File: config.mk
export PLATFORM = sky130hd
export DESIGN_NAME = frame_sequencer
export DESIGN_NICKNAME = d
export VERILOG_FILES = /design/src/rtl/frame_sequencer.sv
export SDC_FILE = /design/constraint.sdc
export NUM_CORES = 1
export LEC_CHECK = 0
export ABC_AREA = 1
export BUFFER_PORTS_ARGS = -buffer_cell sky130_fd_sc_hd__buf_2
export CAP_MARGIN = 10
export CORE_MARGIN = 1
export CORE_UTILIZATION = 59
export CTS_CLUSTER_DIAMETER = 40
export CTS_CLUSTER_SIZE = 28
export DETAILED_ROUTE_END_ITERATION = 7
export PLACE_DENSITY = 0.93
export SETUP_SLACK_MARGIN = 0.02
export SYNTH_ARGS = -nofsm -noshare
export SYNTH_HDL_FRONTEND = slang
export SYNTH_SLANG_ARGS = --single-unit
File: constraint.sdc
create_clock -name clock -period 3.6 [get_ports clock]
set_input_delay 0.72 -clock clock [delete_from_list [all_inputs] [get_ports clock]]
set_output_delay 0.72 -clock clock [all_outputs]
set_load 0.02 [all_outputs]
File: src/rtl/frame_sequencer.sv
// frame_sequencer: 512 Hz frame-step divider with length/sweep/envelope
// strobes, plus the channel-1 sweep period timer and overflow kill.
module frame_sequencer #(
  parameter int unsigned CLK_PER_STEP = 32768
) (
  input  logic       clock,
  input  logic       reset,
  input  logic       sound_en,
  input  logic [7:0] NR10,
  input  logic       trigger,
  input  logic       sweep_overflow,
  output logic [2:0] step,
  output logic       length_tick,
  output logic       sweep_tick,
  output logic       envelope_tick,
  output logic       sweep_reload,
  output logic       sweep_update,
  output logic       sweep_active,
  output logic       ch1_kill
);

  localparam int unsigned PW = (CLK_PER_STEP > 1) ? $clog2(CLK_PER_STEP) : 1;
  localparam logic [PW-1:0] PRESC_LAST = PW'(CLK_PER_STEP - 1);

  logic [PW-1:0] presc_q, presc_d;
  logic [2:0]    step_q, step_d;
  logic [3:0]    timer_q, timer_d;
  logic          len_q, len_d;
  logic          swt_q, swt_d;
  logic          env_q, env_d;
  logic          reload_q, reload_d;
  logic          arm_q, arm_d;
  logic          update_q, update_d;
  logic          active_q, active_d;
  logic          kill_q, kill_d;

  logic [2:0] period;
  logic [3:0] eff_period;
  logic       sweep_cfg;
  logic       tc;
  logic       sweep_edge;

  // Direction and the top NR10 bit belong to the frequency datapath.
  logic unused_nr10;
  assign unused_nr10 = ^{NR10[7], NR10[3]};

  // NR10 decode: period 0 reloads the timer with 8.
  always_comb begin
    period     = NR10[6:4];
    eff_period = (period == 3'd0) ? 4'd8 : {1'b0, period};
    sweep_cfg  = (period != 3'd0) || (NR10[2:0] != 3'd0);
    tc         = (presc_q == PRESC_LAST);
    sweep_edge = tc && (step_q[1:0] == 2'b10);
  end

  // Next-state: prescaler, step strobes, sweep timer, trigger and overflow.
  always_comb begin
    presc_d  = presc_q;
    step_d   = step_q;
    timer_d  = timer_q;
    len_d    = 1'b0;
    swt_d    = 1'b0;
    env_d    = 1'b0;
    reload_d = 1'b0;
    arm_d    = 1'b0;
    update_d = 1'b0;
    active_d = active_q;
    kill_d   = 1'b0;

    if (!sound_en) begin
      presc_d  = '0;
      step_d   = '0;
      timer_d  = '0;
      active_d = 1'b0;
    end else begin
      presc_d = tc ? '0 : presc_q + PW'(1);
      if (tc) begin
        step_d = step_q + 3'd1;
        len_d  = ~step_q[0];
        swt_d  = (step_q[1:0] == 2'b10);
        env_d  = (step_q == 3'd7);
      end

      update_d = arm_q && active_q && (period != 3'd0);

      if (trigger) begin
        // Trigger wins over a coincident decrement and masks overflow.
        timer_d  = eff_period;
        active_d = sweep_cfg;
        reload_d = 1'b1;
      end else begin
        if (update_q && sweep_overflow) begin
          active_d = 1'b0;
          kill_d   = 1'b1;
        end
        if (sweep_edge) begin
          if (timer_q > 4'd1) begin
            timer_d = timer_q - 4'd1;
          end else begin
            timer_d = eff_period;
            arm_d   = 1'b1;
          end
        end
      end
    end
  end

  // State register with synchronous reset.
  always_ff @(posedge clock) begin
    if (reset) begin
      presc_q  <= '0;
      step_q   <= '0;
      timer_q  <= '0;
      len_q    <= 1'b0;
      swt_q    <= 1'b0;
      env_q    <= 1'b0;
      reload_q <= 1'b0;
      arm_q    <= 1'b0;
      update_q <= 1'b0;
      active_q <= 1'b0;
      kill_q   <= 1'b0;
    end else begin
      presc_q  <= presc_d;
      step_q   <= step_d;
      timer_q  <= timer_d;
      len_q    <= len_d;
      swt_q    <= swt_d;
      env_q    <= env_d;
      reload_q <= reload_d;
      arm_q    <= arm_d;
      update_q <= update_d;
      active_q <= active_d;
      kill_q   <= kill_d;
    end
  end

  assign step          = step_q;
  assign length_tick   = len_q;
  assign sweep_tick    = swt_q;
  assign envelope_tick = env_q;
  assign sweep_reload  = reload_q;
  assign sweep_update  = update_q;
  assign sweep_active  = active_q;
  assign ch1_kill      = kill_q;

endmodule

==> metrics, run 1 <==
number of H-tree levels=2; Total GRT Usage=about a quarter; Slew Viols, Final=0; die width=51.2 µm; root buffer cell=clkbuf_4; first-pass GRT wire length=around 4700 µm; mean post-synth cell area=approximately 8.1 µm²; Via Count=around 1.2k; Post-synth EDFFs=0; total wire length=between 2000 and 3000 µm; vias in the first global route=roughly 1.2k; Critical Path RT=2.88 ns; # port buffers=20; post-synth top area cell=dfxtp_1; relative slew slack=73.1%; Critical Path End Type=output pin; clk slew on worst S/H paths=about 0.080 ns; Area contributors post-synth=dfxtp_1 42%, nand2_1 8.4%, nor2_1 7.6%; critical path fanouts, max=5; FFs w/ async S/R, synth=0%; final net count=220; YS warnings=0; Synth cell types=29; final hold viol count=0; Post-Synthesis Cell Area=~1400 µm²; Yosys reg bits=30; Buf/Inv on CP=1; DP HPWL=2060 µm; Power per Cell Area=350 nW/µm²; initial antenna violation count=0; count leader, synth=nand2_1; DR vias/cell=roughly 5.3; net count after synthesis=just under 200; Psw=about 130 µW; Fin Setup TNS=0 ns; Post-Syn Instances=approximately 180; core area=2250 µm²; Post-synth top cells=32 x nand2_1, 30 x dfxtp_1, 29 x nor2_1; clk sinks=30; sequential-to-total area share from yosys stat=between 40% and 50%; Seq pwr share=60.7%; Clock Latency Late Sink=0.32 ns; CTS resizes=0; Hold Slack=0.432 ns; CP max-delay cell=dfxtp_1; share of the synthesized area in the top cell type=42.0%; hold_buf cts=0; GPL Wtd Cong=around 0.78; Cell Chain, Critical Path=buf_2; DRC viols=0; number of buffers created by CTS=5; DR WL/cell=about 12 µm; WS Path Type=reg2out; Max Cap Viol=0; TritonCTS clock tree=built; RSZ-0062 raised after global routing=no; Ports=23; minimum clock period after layout=around 1.7 ns; Synth Flop Type=dfxtp_1; first drt pass iteration count=5; antenna cells=0; Initial Utilization=63.4%; DR iter-0 viols=29; crit path DAT=0.93 ns; Achievable Freq=604 MHz; Hold Path Class=reg2reg; crit start category=flip-flop; share of layout cells above drive strength 1=20.4%; sw frac=about a quarter; Max Clock Skew=roughly 0.0043 ns; gr ovfl total=0; count of final setup violators=0; CP max stage delay=0.42 ns; delay-heaviest family, CP=flip-flops; VDD IR-drop max=approximately 0.27 mV; Leakage=0.759 nW; P&R area growth vs syn=11.5%; Max Root-Sink Buffers=2; num rows=17; die height=between 50 and 60 µm; largest net degree at the start of global routing=16; Clock power frac=31.2%; Tcrit/Tclk final=between 40% and 50%; Die ar.=2630 µm²; Routed Antenna Nets=0; combinational power share=roughly 8%; cell internal pwr=approximately 430 µW; Slew @ Worst Pin=approximately 0.40 ns; status=finished, final reports clean; postcts setup bufs=0
[stage by stage]
step	instances	area (µm²)	setup WS [ns]	util (%)	total power, mW
after global placement	222	1550	1.84	68.8	0.387
final	229	1600	1.95	70.8	0.558
after floorplan	176	1430	2.22	-	0.377
after global routing	229	1600	1.90	70.8	0.586
after detailed placement	222	1550	1.76	68.8	0.391
after CTS	229	1600	1.93	70.8	0.564
[power by group through the flow]
stage          logic (mW)  clock network [mW]  registers [mW]
2_1_floorplan      0.0302                   0           0.347
3_3_place_gp       0.0408                   0           0.346
3_5_place_dp       0.0443                   0           0.346
4_1_cts            0.0448               0.180           0.339
5_1_grt            0.0512               0.196           0.339
6_report           0.0454               0.174           0.339
[final timing paths]
path	start	end	slack (ns)	cells past startpoint
setup / recovery	step[0]	step[0]	1.95	1
hold / removal	arm_q	sweep_update	0.43	2
setup reg to reg	presc_q[0]	presc_q[14]	2.07	9
hold reg to reg	arm_q	sweep_update	0.43	2
[cells by family (layout without fill, tap and decap cells)]
logic type,count (synthesis),after routing,synth area share (%)
adders and majority gates,6,6,5.25
DFF,30,30,42.0
buffers and inverters,21,46,6.04
and+or+nand+nor,95,95,35.3
xor gates and xnor gates,10,10,6.12
AOI/OAI and AO/OA,14,14,5.34
[final cells by class]
| cell class | instances | area, µm² |
|---|---|---|
| clock buffers | 7 | 45.0 |
| fillers | 187 | 659 |
| inverters | 19 | 71.3 |
| multi-input cells | 125 | 743 |
| flip-flops and latches | 30 | 601 |
| well taps | 28 | 35.0 |
| repair buffers | 20 | 100 |
[state kept, by name, summed over array words and instances, names as in the netlist]
signal / count
timer_q: 4
presc_q: 15
sweep_reload: 1
ch1_kill: 1
arm_q: 1
sweep_update: 1
step: 3
envelope_tick: 1
length_tick: 1
sweep_active: 1
sweep_tick: 1
[metal layers]
| layer | vias to the layer above | share of wire [%] | track usage, % |
|---|---|---|---|
| li1 | 609 | - | - |
| met1 | 568 | 38 | 23.7 |
| met2 | 39 | 55 | 46.9 |
| met3 | 8 | 4.7 | 9.52 |
| met4 | 0 | 2.0 | 14.4 |
| met5 | - | 0 | 0 |
[placed cells by master (no fill, tap or decap), drive strengths merged]
cell type and count:
xnor2 3, nor2 34, nor3b 1, nor3 3
nand3 14, nand2 36, o21bai 1, dfxtp 30
ha 6, o21ai 3, inv 19, clkbuf 7
a21oi 9, buf 20, nand4 4, or2 2
nand3b 1, a311oi 1, xor2 7
(Power assumes the default switching activity.)
==> run 2, diff against run 1 <==
--- a/config.mk
+++ b/config.mk
@@ -9,11 +9,11 @@
 export BUFFER_PORTS_ARGS = -buffer_cell sky130_fd_sc_hd__buf_2
 export CAP_MARGIN = 10
 export CORE_MARGIN = 1
-export CORE_UTILIZATION = 59
+export CORE_UTILIZATION = 49
 export CTS_CLUSTER_DIAMETER = 40
 export CTS_CLUSTER_SIZE = 28
 export DETAILED_ROUTE_END_ITERATION = 7
-export PLACE_DENSITY = 0.93
+export PLACE_DENSITY = 0.83
 export SETUP_SLACK_MARGIN = 0.02
 export SYNTH_ARGS = -nofsm -noshare
 export SYNTH_HDL_FRONTEND = slang
==> constraint.sdc (replaced) <==
create_clock -name clock -period 1.3 [get_ports clock]
set_input_delay 0.26 -clock clock [delete_from_list [all_inputs] [get_ports clock]]
set_output_delay 0.26 -clock clock [all_outputs]
set_load 0.02 [all_outputs]
==> metrics, run 2 (same netlist as run 1, synthesis figures left out) <==
status=complete, but fails checks (was finished, final reports clean); failing checks=negative setup slack; count of final setup violators=26 (was 0); CP dominant cell by count=nand2_4; DRC viols=0 (unchanged); leading cell types in the layout, fill and taps excluded=29 x nand2_1, 25 x dfxtp_1, 20 x buf_2, 20 x buf_4, 19 x nor2_1 (was 32 x nand2_1, 30 x dfxtp_1, 29 x nor2_1, 20 x buf_2, 17 x inv_1); vias in the first global route=1175 (was 1202); CP max stage delay=0.37 ns (was 0.42 ns); RSZ-0062 raised after global routing=yes (was no); Cell Chain, Critical Path=ha_4, nand2_2, inv_2, nand2_4, nor2_8, nand2_4, nand2_4, clkbuf_16, nor2_1 (was buf_2); Worst Hold Path EP=ch1_kill (was sweep_update); Initial Utilization=51.9% (was 63.4%); Slew @ Worst Pin=0.355 ns (was 0.400 ns); die height=56.0 µm (was 51.2 µm); Final WS setup=-0.131 ns (was 1.95 ns); final core area utilization=71.9% (was 70.8%); VDD IR-drop max=0.970 mV (was 0.269 mV); R2R depth=9 (unchanged); Critical Path End Type=flip-flop (was output pin); TritonCTS clock tree=built (unchanged); final net count=244 (was 220); Hold Crit Depth=2 (unchanged); Buf/Inv on CP=2 (was 1); DR vias/cell=4.96 (was 5.34); DR iter-0 viols=38 (was 29); Routed Antenna Nets=0 (unchanged); Achievable Freq=roughly 700 MHz; Worst Setup SP=presc_q[1] (was step[0]); delay-heaviest family, CP=simple AND/OR/NAND/NOR gates (was flip-flops); critical path fanouts, max=6 (was 5); Slew Viols, Final=0 (unchanged); minimum clock period after layout=approximately 1.4 ns; DP HPWL=2010 µm (was 2060 µm); P&R area growth vs syn=38.7% (was 11.5%); crit path DAT=1.65 ns (was 0.93 ns); final hold viol count=0 (unchanged); total wire length=3120 µm (was 2790 µm); Via Count=1274 (was 1224); number of buffers created by CTS=5 (unchanged); Max Clock Skew=0.00911 ns (was 0.00427 ns); HP Start=trigger (was arm_q); Hold Path Class=in2reg (was reg2reg); Ports=23 (unchanged); WS Path Type=reg2reg (was reg2out); gr ovfl total=0 (unchanged); Critical Path RT=1.52 ns (was 2.88 ns); Power per Cell Area=1060 nW/µm² (was 350 nW/µm²); relative slew slack=76.2% (was 73.1%); root buffer cell=clkbuf_4 (unchanged); initial antenna violation count=0 (unchanged); Biggest register=presc_q (unchanged); r2r setup slk=-0.13 ns (was 2.07 ns); Leakage=0.949 nW (was 0.759 nW); Max Root-Sink Buffers=2 (unchanged); Die ar.=3140 µm² (was 2630 µm²); Clock Latency Late Sink=0.32 ns (about the same); Total GRT Usage=19.4% (was 25.4%); share of layout cells above drive strength 1=41.2% (was 20.4%); first-pass GRT wire length=4850 µm (was 4730 µm); number of H-tree levels=2 (unchanged); Fin Setup TNS=-2.23 ns (was 0 ns); crit start category=flip-flop (unchanged); Worst R2R Start=presc_q[1] (was presc_q[0]); num rows=19 (was 17); cell depth of the worst setup path=9 (was 1); # port buffers=20 (unchanged); die width=56.0 µm (was 51.2 µm); Max Cap Viol=0 (unchanged); antenna cells=0 (unchanged); core area=2760 µm² (was 2250 µm²); largest net degree at the start of global routing=12 (was 16); Tcrit/Tclk final=110%; hold_buf cts=0 (unchanged); GPL Wtd Cong=0.840 (was 0.783); R2R Path End=presc_q[3] (was presc_q[14]); CP max-delay cell=dfxtp_2 (was dfxtp_1); clk sinks=30 (unchanged); first drt pass iteration count=4 (was 5); clk slew on worst S/H paths=0.10 ns (was 0.08 ns); max reg flops=15 (unchanged); commonest non-fill, non-tap cell in the layout=nand2_1 (unchanged); DR WL/cell=12.1 µm (was 12.2 µm)
-- run 2: cell types whose count changed in the layout (fill, tap and decap cells not counted), moves of 5 or more --
cell / delta
a21oi_1: -5
a21oi_2: +5
buf_4: +20
dfxtp_1: -5
dfxtp_2: +5
nor2_1: -10
nor2_2: +7
-- run 2: power breakdown --
part	switching [mW]	internal (mW)	leakage, nW
Clock	0.327	0.652	0.0585
Sequential	0.00951	0.931	0.245
Combinational	0.0962	0.0846	0.646
Total	0.433	1.67	0.949
-- run 2: metrics by stage --
stage               instances  power, mW  setup WS, ns  hold WS [ns]  cell area, µm²
finish                    257       2.10        -0.131         0.124            1980
global route              257       2.17        -0.197         0.145            1980
CTS                       253       2.08       -0.0355         0.122            1880
detailed placement        243       1.11       -0.0808         0.433            1720
global placement          243       1.10       -0.0508         0.425            1720
floorplan                 176       1.05        0.0237         0.339            1450
-- run 2: what timing repair did --
item | CTS | global route
gates resized for setup | 11 | 18
pin swaps | 6 | 5
setup buffers | 2 | 3
setup endpoints to repair | 24 | 26
gates cloned | 0 | 1
hold endpoints to repair | 0 | 0
-- run 2: metal layers --
metal  wire, µm  track usage, %  share of wire (%)  up-vias
li1           -               -                  -      661
met1       1460            22.9                 47      589
met2       1540            34.4                 49       19
met3         87            4.88                2.8        5
met4         36            6.27                1.2        0
met5          0               0                  0        -
-- run 2: worst max path at each step --
| stage | to | slack [ns] |
|---|---|---|
| 2_1_floorplan | timer_q[2] | 0.02 |
| 3_3_place_gp | timer_q[2] | -0.05 |
| 3_5_place_dp | timer_q[2] | -0.08 |
| 4_1_cts | timer_q[2] | -0.04 |
| 5_1_grt | sweep_tick | -0.20 |
| 6_report | presc_q[3] | -0.13 |
-- run 2: final cells by class --
type                            instances  area, µm²
Clock buffer                            6       51.3
Tap cell                               31       38.8
Multi-Input combinational cell        125        837
Clock inverter                          2       60.1
Fill cell                             198        774
Sequential cell                        30        607
Timing Repair Buffer                   44        318
Inverter                               19       71.3
==> run 3, diff against run 2 <==
==> constraint.sdc (replaced) <==
create_clock -name clock -period 1.3 [get_ports clock]
set_input_delay 0.26 -clock clock [delete_from_list [all_inputs] [get_ports clock]]
set_output_delay 0.26 -clock clock [all_outputs]
set_load 0.05 [all_outputs]
==> metrics, run 3 (same netlist as run 1, synthesis figures left out) <==
status=complete, but fails checks (unchanged); failing checks=negative setup slack (unchanged); leading cell types in the layout, fill and taps excluded=29 x nand2_1, 22 x dfxtp_1, 19 x buf_2, 19 x buf_4, 18 x nor2_1 (was 29 x nand2_1, 25 x dfxtp_1, 20 x buf_2, 20 x buf_4, 19 x nor2_1); Fin Setup TNS=-1.08 ns (was -2.23 ns); Die ar.=3140 µm² (unchanged); clk sinks=30 (unchanged); Hold Path Class=in2reg (unchanged); DP HPWL=2000 µm (was 2010 µm); count of final setup violators=21 (was 26); Critical Path RT=1.53 ns (was 1.52 ns); DR iter-0 viols=45 (was 38); placed inst area=1730 µm² (was 1720 µm²); first drt pass iteration count=4 (unchanged); share of layout cells above drive strength 1=44.6% (was 41.2%); final net count=242 (was 244); initial antenna violation count=0 (unchanged); Max Cap Viol=0 (unchanged); GPL Wtd Cong=0.830 (was 0.840); first-pass GRT wire length=4730 µm (was 4850 µm); root buffer cell=clkbuf_4 (unchanged); number of H-tree levels=2 (unchanged); die width=56.0 µm (unchanged); Clock Latency Late Sink=0.33 ns (was 0.32 ns); DRC viols=0 (unchanged); Total GRT Usage=19.3% (was 19.4%); largest net degree at the start of global routing=12 (unchanged); Routed Antenna Nets=0 (unchanged); Max Root-Sink Buffers=2 (unchanged); Ports=23 (unchanged); final hold viol count=0 (unchanged); core area=2760 µm² (unchanged); register cell area after layout=611 µm² (was 607 µm²); relative slew slack=72.9% (was 76.2%); layout filler cell count=191 (was 198); Achievable Freq=722 MHz (was 699 MHz); WS Path Type=reg2reg (unchanged); die height=56.0 µm (unchanged); Critical Path End Type=flip-flop (unchanged); Tcrit/Tclk final=107% (was 110%); max reg flops=15 (unchanged); DR vias/cell=5.00 (was 4.96); antenna cells=0 (unchanged); critical path fanouts, max=4 (was 6); clk slew on worst S/H paths=0.10 ns (about the same); num rows=19 (unchanged); Multi-input gate area=886 µm² (was 837 µm²); Slew Viols, Final=0 (unchanged); Non-Filler Instances=255 (was 257); RSZ-0062 raised after global routing=yes (unchanged); delay-heaviest family, CP=simple AND/OR/NAND/NOR gates (unchanged); VDD IR-drop max=1.10 mV (was 0.970 mV); minimum clock period after layout=1.39 ns (was 1.43 ns); crit start category=flip-flop (unchanged); crit path DAT=1.61 ns (was 1.65 ns); DP Cell Count=242 (was 243); Final WS setup=-0.0850 ns (was -0.131 ns); hold_buf cts=0 (unchanged); Initial Utilization=51.9% (unchanged); total wire length=3040 µm (was 3120 µm); gr ovfl total=0 (unchanged); P&R area growth vs syn=39.5% (was 38.7%); vias in the first global route=1120 (was 1175); Cell Chain, Critical Path=nand3_1, nor2_4, nand2_4, nand2_8, clkbuf_16, nor3b_2 (was ha_4, nand2_2, inv_2, nand2_4, nor2_8, nand2_4, nand2_4, clkbuf_16, nor2_1); CP max-delay cell=dfxtp_1 (was dfxtp_2); commonest non-fill, non-tap cell in the layout=nand2_1 (unchanged); Slew @ Worst Pin=0.403 ns (was 0.355 ns); Max Clock Skew=0.0131 ns (was 0.00911 ns); Power per Cell Area=935 nW/µm² (was 1060 nW/µm²); Via Count=1275 (was 1274); post-route cell area=1990 µm² (was 1980 µm²); TritonCTS clock tree=built (unchanged); Biggest register=presc_q (unchanged); Buf/Inv on CP=1 (was 2); CP max stage delay=0.44 ns (was 0.37 ns); Hold Slack=0.144 ns (was 0.124 ns); number of buffers created by CTS=5 (unchanged); Leakage=0.935 nW (was 0.949 nW); pre-CTS setup slack=-0.109 ns (was -0.0808 ns); DR WL/cell=11.9 µm (was 12.1 µm); # port buffers=20 (unchanged)
## run 3: cell types whose count changed in the layout (fill, tap and decap cells not counted), sizes merged
cell / previous run / this run
clkinv: 0 / 2
bufinv: 2 / 1
buf: 43 / 40
## run 3: final timing paths
check | slack, ns | start | to | cells past startpoint
setup reg to reg | -0.09 | presc_q[14] | presc_q[13] | 6
hold / removal | 0.14 | trigger | ch1_kill | 2
hold reg to reg | 0.45 | arm_q | sweep_update | 2
setup / recovery | -0.09 | presc_q[14] | presc_q[13] | 6
## run 3: timing repair
action | in CTS | in global routing
cloned | 0 | 1
buffers inserted | 3 | 2
setup endpoints to repair | 23 | 27
pin swaps | 7 | 6
gates resized for setup | 18 | 23
## run 3: power breakdown
part / leakage, nW / total [mW] / internal (mW) / switching (mW)
Sequential: 0.246 / 0.941 / 0.931 / 0.0100
Combinational: 0.643 / 0.192 / 0.0886 / 0.104
Clock: 0.0450 / 0.732 / 0.398 / 0.334
Total: 0.935 / 1.87 / 1.42 / 0.448
## run 3: routing by layer
metal  part of all wire, %  global-route usage [%]  vias up
li1                      -                       -      662
met4                   2.2                    9.76        0
met3                   3.2                    4.19        9
met1                    45                    24.1      583
met2                    50                    31.1       21
met5                     0                       0        -
## run 3: cell type report
type	count	share of cell area [%]
multi-input cells	125	44.4
flip-flops and latches	30	30.6
clock inverters	3	2.01
repair buffers	42	15.6
clock buffers	5	1.88
well taps	31	1.94
inverters	19	3.58
## run 3: through the flow
stage	power [mW]	utilization, %
finish	1.87	72.3
global route	1.94	72.3
CTS	1.85	68.1
global placement	1.11	62.7
floorplan	1.05	-
detailed placement	1.12	62.7
